### src/rtl/noc_output_port.sv
// Transmit side of a router-to-router link: local flit FIFO, credit-based flow control
// towards the neighbour input buffer, and wormhole framing tracking with sticky error flags.
module noc_output_port #(
   parameter int WIDTH     = 16,
   parameter int BUF_DEPTH = 4,
   parameter int CREDITS   = 5
) (
   input  logic                           clk,
   input  logic                           rst,
   input  logic [WIDTH-1:0]               data_i,
   input  logic                           push_i,
   output logic                           ready_o,
   output logic [WIDTH-1:0]               data_o,
   output logic                           write_en_o,
   input  logic                           credit_i,
   output logic [$clog2(CREDITS+1)-1:0]   credits_o,
   output logic                           locked_o,
   output logic                           proto_err_o,
   output logic                           credit_err_o
);

   localparam int PW    = (BUF_DEPTH > 1) ? $clog2(BUF_DEPTH) : 1;
   localparam int CNT_W = $clog2(BUF_DEPTH + 1);
   localparam int CW    = $clog2(CREDITS + 1);

   typedef enum logic {IDLE, ACTIVE} state_t;
   typedef enum logic [1:0] {
      FT_BODY   = 2'b00,
      FT_TAIL   = 2'b01,
      FT_HEAD   = 2'b10,
      FT_SINGLE = 2'b11
   } ftype_t;

   logic [WIDTH-1:0] mem [BUF_DEPTH];
   logic [PW-1:0]    rd_ptr, wr_ptr;
   logic [CNT_W-1:0] count;
   logic [CW-1:0]    credits, credits_next;
   logic             full, empty, push_ok, send, overflow;
   logic [WIDTH-1:0] head;
   ftype_t           head_type;
   state_t           state, state_next;
   logic             flit_err;

   assign full      = (count == CNT_W'(BUF_DEPTH));
   assign empty     = (count == '0);
   assign ready_o   = !full;
   assign push_ok   = push_i && ready_o;
   assign send      = !empty && (credits != '0);
   assign head      = mem[rd_ptr];
   assign head_type = ftype_t'(head[WIDTH-1 -: 2]);
   assign credits_o = credits;

   // NOTE: storage array carries no reset; only pointers and count define validity.
   always_ff @(posedge clk) begin
      if (push_ok) mem[wr_ptr] <= data_i;
   end

   // NOTE: sequential state uses non-blocking assignments so all registers update together.
   always_ff @(posedge clk or posedge rst) begin
      if (rst) begin
         rd_ptr <= '0;
         wr_ptr <= '0;
         count  <= '0;
      end else begin
         if (push_ok) wr_ptr <= (wr_ptr == PW'(BUF_DEPTH - 1)) ? '0 : wr_ptr + PW'(1);
         if (send)    rd_ptr <= (rd_ptr == PW'(BUF_DEPTH - 1)) ? '0 : rd_ptr + PW'(1);
         unique case ({push_ok, send})
            2'b10:   count <= count + CNT_W'(1);
            2'b01:   count <= count - CNT_W'(1);
            default: count <= count;
         endcase
      end
   end

   // A credit arriving when the counter is already full is an error and is discarded.
   // NOTE: every combinational output gets a default first so no latch is inferred.
   always_comb begin
      credits_next = credits;
      overflow     = 1'b0;
      if (send && !credit_i) begin
         credits_next = credits - CW'(1);
      end else if (!send && credit_i) begin
         if (credits == CW'(CREDITS)) overflow = 1'b1;
         else                         credits_next = credits + CW'(1);
      end
   end

   always_ff @(posedge clk or posedge rst) begin
      if (rst) begin
         credits      <= CW'(CREDITS);
         credit_err_o <= 1'b0;
         data_o       <= '0;
         write_en_o   <= 1'b0;
         proto_err_o  <= 1'b0;
      end else begin
         credits    <= credits_next;
         write_en_o <= send;
         if (send)     data_o       <= head;
         if (overflow) credit_err_o <= 1'b1;
         if (flit_err) proto_err_o  <= 1'b1;
      end
   end

   always_ff @(posedge clk or posedge rst) begin
      if (rst) state <= IDLE;
      else     state <= state_next;
   end

   // Framing advances only on flits actually sent; bad flits are still transmitted.
   always_comb begin
      state_next = state;
      flit_err   = 1'b0;
      if (send) begin
         unique case (state)
            IDLE: begin
               if (head_type == FT_HEAD)        state_next = ACTIVE;
               else if (head_type != FT_SINGLE) flit_err   = 1'b1;
            end
            ACTIVE: begin
               if (head_type == FT_TAIL)        state_next = IDLE;
               else if (head_type != FT_BODY)   flit_err   = 1'b1;
            end
            default: state_next = IDLE;
         endcase
      end
   end

   always_comb begin
      locked_o = (state == ACTIVE);
   end

endmodule

### config.mk
export PLATFORM = sky130hd
export DESIGN_NAME = noc_output_port
export DESIGN_NICKNAME = d
export VERILOG_FILES = /design/src/rtl/noc_output_port.sv
export SDC_FILE = /design/constraint.sdc
export NUM_CORES = 1
export LEC_CHECK = 0
export ABC_AREA = 1
export CORE_UTILIZATION = 50
export DETAILED_ROUTE_END_ITERATION = 16
export PLACE_DENSITY = 0.72
export REMOVE_ABC_BUFFERS = 1
export SKIP_CTS_REPAIR_TIMING = 1
export SYNTH_ARGS = -nofsm -noshare
export SYNTH_HDL_FRONTEND = slang
export SYNTH_SLANG_ARGS = --single-unit
### constraint.sdc
create_clock -name clk -period 3.8 [get_ports clk]
set_input_delay 0.76 -clock clk [delete_from_list [all_inputs] [get_ports clk]]
set_output_delay 0.76 -clock clk [all_outputs]
set_load 0.01 [all_outputs]
==> results.json <==
{
  "status": "finished, final reports clean",
  "ant_nets": 0,
  "grt_pass1_vias": 2390,
  "yosys-top-cells-area": "edfxtp_1, dfrtp_1, nor2_1, o21ai_0, ha_1",
  "arrival_ns": 1.52,
  "via_per_inst": 5.06,
  "initial_core_util_pct": 52.5,
  "fin_hold_ws_ns": 0.478,
  "finalSetupTns_ns": 0,
  "hold_viol_final": 0,
  "avgSynthCellArea_um2": 11.8,
  "cts_tree": "built",
  "report.final.slew_viol_count": 0,
  "grt_pass1_wl_um": 11800,
  "cts.sinks": 94,
  "period_share_pct": 59.9,
  "drc": 0,
  "clk_path_buf_depth": 2,
  "fmax_ghz": 0.439,
  "h-tree-depth": 3,
  "wl_per_cell_um": 14.6,
  "syn_inst": 328,
  "start_kind": "register",
  "clk_pin_slew_ns": 0.08,
  "area_growth_pct": 17.7,
  "p_per_area_mw_per_mm2": 812,
  "ys_warn_count": 0,
  "port_buffers": 43,
  "startpoint": "count[0]",
  "reg2reg_depth": 11,
  "die_h_um": 90.0,
  "clock_skew_ns": 0.0120,
  "synth-seq-area-share_pct": 69.1,
  "synth_top_area_share_pct": 49.7,
  "reg2reg_slack_ns": 1.62,
  "antenna_cells": 0,
  "drive_above_1_share_pct": 8.42,
  "r2r-end": "count[2]",
  "r2r-start": "credits_o[0]",
  "antenna_found_initial": 0,
  "ys_ff_latch": 94,
  "maxCapViolCount": 0,
  "gr-usage-all-layers_pct": 18.9,
  "vdd_drop_max_v": 0.000333,
  "grt_start_max_net_pins": 39,
  "num_rows": 31,
  "io_pins": 44,
  "drt_wl_total_um": 7010,
  "netlist_area_mm2": 0.00387,
  "cts_made_buffers": 9,
  "relSlewSlack_pct": 52.0,
  "worst_setup_path_end_kind": "output pin",
  "crit_path_end": "ready_o",
  "setup_viol": 0,
  "rsz0062_at_grt": "no",
  "yosys.area.top_type": "edfxtp_1",
  "worstSkewPairLatency_ns": 0.35,
  "die_x_um": 90.0,
  "worstMarginPinSlew_ns": 0.719,
  "yosysUniqueCellTypes": 26,
  "critPathKind": "reg2out",
  "fin_crit_ns": 2.28,
  "grt-ovfl-total": 0,
  "fill_cells": 575,
  "core_mm2": 0.00737,
  "hpwl_um": 4250,
  "fin_nets": 406,
  "cp_max_fo": 3,
  "first_pass_iters": 4,
  "gp_congestion": 0.715,
  "hold_path.class": "reg2reg",
  "p_leak_nw": 1.77,
  "crit_required_ns": 3.04,
  "vias": 2422,
  "die_area_mm2": 0.00810,
  "cts-root-buf": "clkbuf_8",
  "drtIter0Drc": 149
}
critical path, cell delays in order, from the launching register on:
cell	delay (ns)
dfrtp_1	0.40
inv_1	0.14
nand3_1	0.14
clkdlybuf4s50_1	0.50
worst min-delay path by stage:
stage,from,to,cells after the start
after floorplan,count[0],count[0],1
after global placement,proto_err_o,proto_err_o,1
after detailed placement,proto_err_o,proto_err_o,1
after CTS,credit_err_o,credit_err_o,1
after global routing,proto_err_o,proto_err_o,1
final,proto_err_o,proto_err_o,1
cell usage in the layout (no fill, tap or decap), drive strengths merged:
cell | synthesis | layout
bufinv | 0 | 1
fa | 1 | 1
a31oi | 14 | 14
nor3 | 1 | 1
nand3 | 9 | 9
buf | 11 | 6
xnor2 | 3 | 3
clkinv | 0 | 4
dfstp | 2 | 2
a21oi | 6 | 6
edfxtp | 64 | 64
xor2 | 2 | 2
clkbuf | 2 | 10
ha | 10 | 10
o21ai | 34 | 34
nand2 | 33 | 33
inv | 24 | 25
nor2 | 82 | 82
o21bai | 2 | 2
dfrtp | 28 | 28
clkdlybuf4s50 | 0 | 43
cell families (layout without fill, tap and decap cells):
group	after synthesis	in the layout	share of synthesized area, %
AOI/OAI and AO/OA	56	56	7.82
xor gates and xnor gates	5	5	1.13
adders and majority gates	11	11	3.75
buffers and inverters	37	89	5.14
DFF	94	94	69.1
and+or+nand+nor	125	125	13.0
cell type report:
type	instances	area (um^2)	area share, %
flip-flops and latches	94	2680	58.7
multi-input cells	197	996	21.9
repair buffers	49	475	10.4
clock buffers	10	128	2.80
well taps	99	124	2.72
inverters	24	95.1	2.09
clock inverters	6	61.3	1.35
report_power, final:
part / internal, W / switching (W) / total (W)
Combinational: 0.000611 / 0.000867 / 0.00148
Sequential: 0.00143 / 0.000160 / 0.00159
Clock: 0.000304 / 0.000333 / 0.000637
Total: 0.00234 / 0.00136 / 0.00370
flip-flops by register name (all words and copies together) (netlist names):
register,flops
credit_err_o,1
mem,64
proto_err_o,1
data_o,16
rd_ptr,2
wr_ptr,2
locked_o,1
count,3
write_en_o,1
credits_o,3
cells in the mapped netlist (all sizes together):
library cell / count
xor2: 2
dfrtp: 28
dfstp: 2
a21oi: 6
nor3: 1
nor2: 82
nand3: 9
o21ai: 34
clkbuf: 2
edfxtp: 64
a31oi: 14
inv: 24
nand2: 33
ha: 10
fa: 1
o21bai: 2
xnor2: 3
buf: 11
per-layer routing:
layer	up-vias	routed length, um	GRT usage [%]
li1	1201	-	-
met1	1155	3120	24.5
met2	58	3490	32.5
met3	8	302	3.13
met4	0	91	6.45
met5	-	0	0
per-stage QoR:
| stage | cell area [um^2] | std cells | setup slack [ns] | utilization (%) | power [W] |
|---|---|---|---|---|---|
| finish | 4550 | 479 | 1.52 | 61.8 | 0.00370 |
| global route | 4550 | 479 | 1.44 | 61.8 | 0.00399 |
| CTS | 4550 | 479 | 1.50 | 61.8 | 0.00374 |
| detailed placement | 4370 | 463 | 1.38 | 59.2 | 0.00311 |
| global placement | 4370 | 463 | 1.45 | 59.2 | 0.00306 |
| floorplan | 3770 | 315 | 1.82 | - | 0.00252 |
Power figures use the tool's default switching activity.
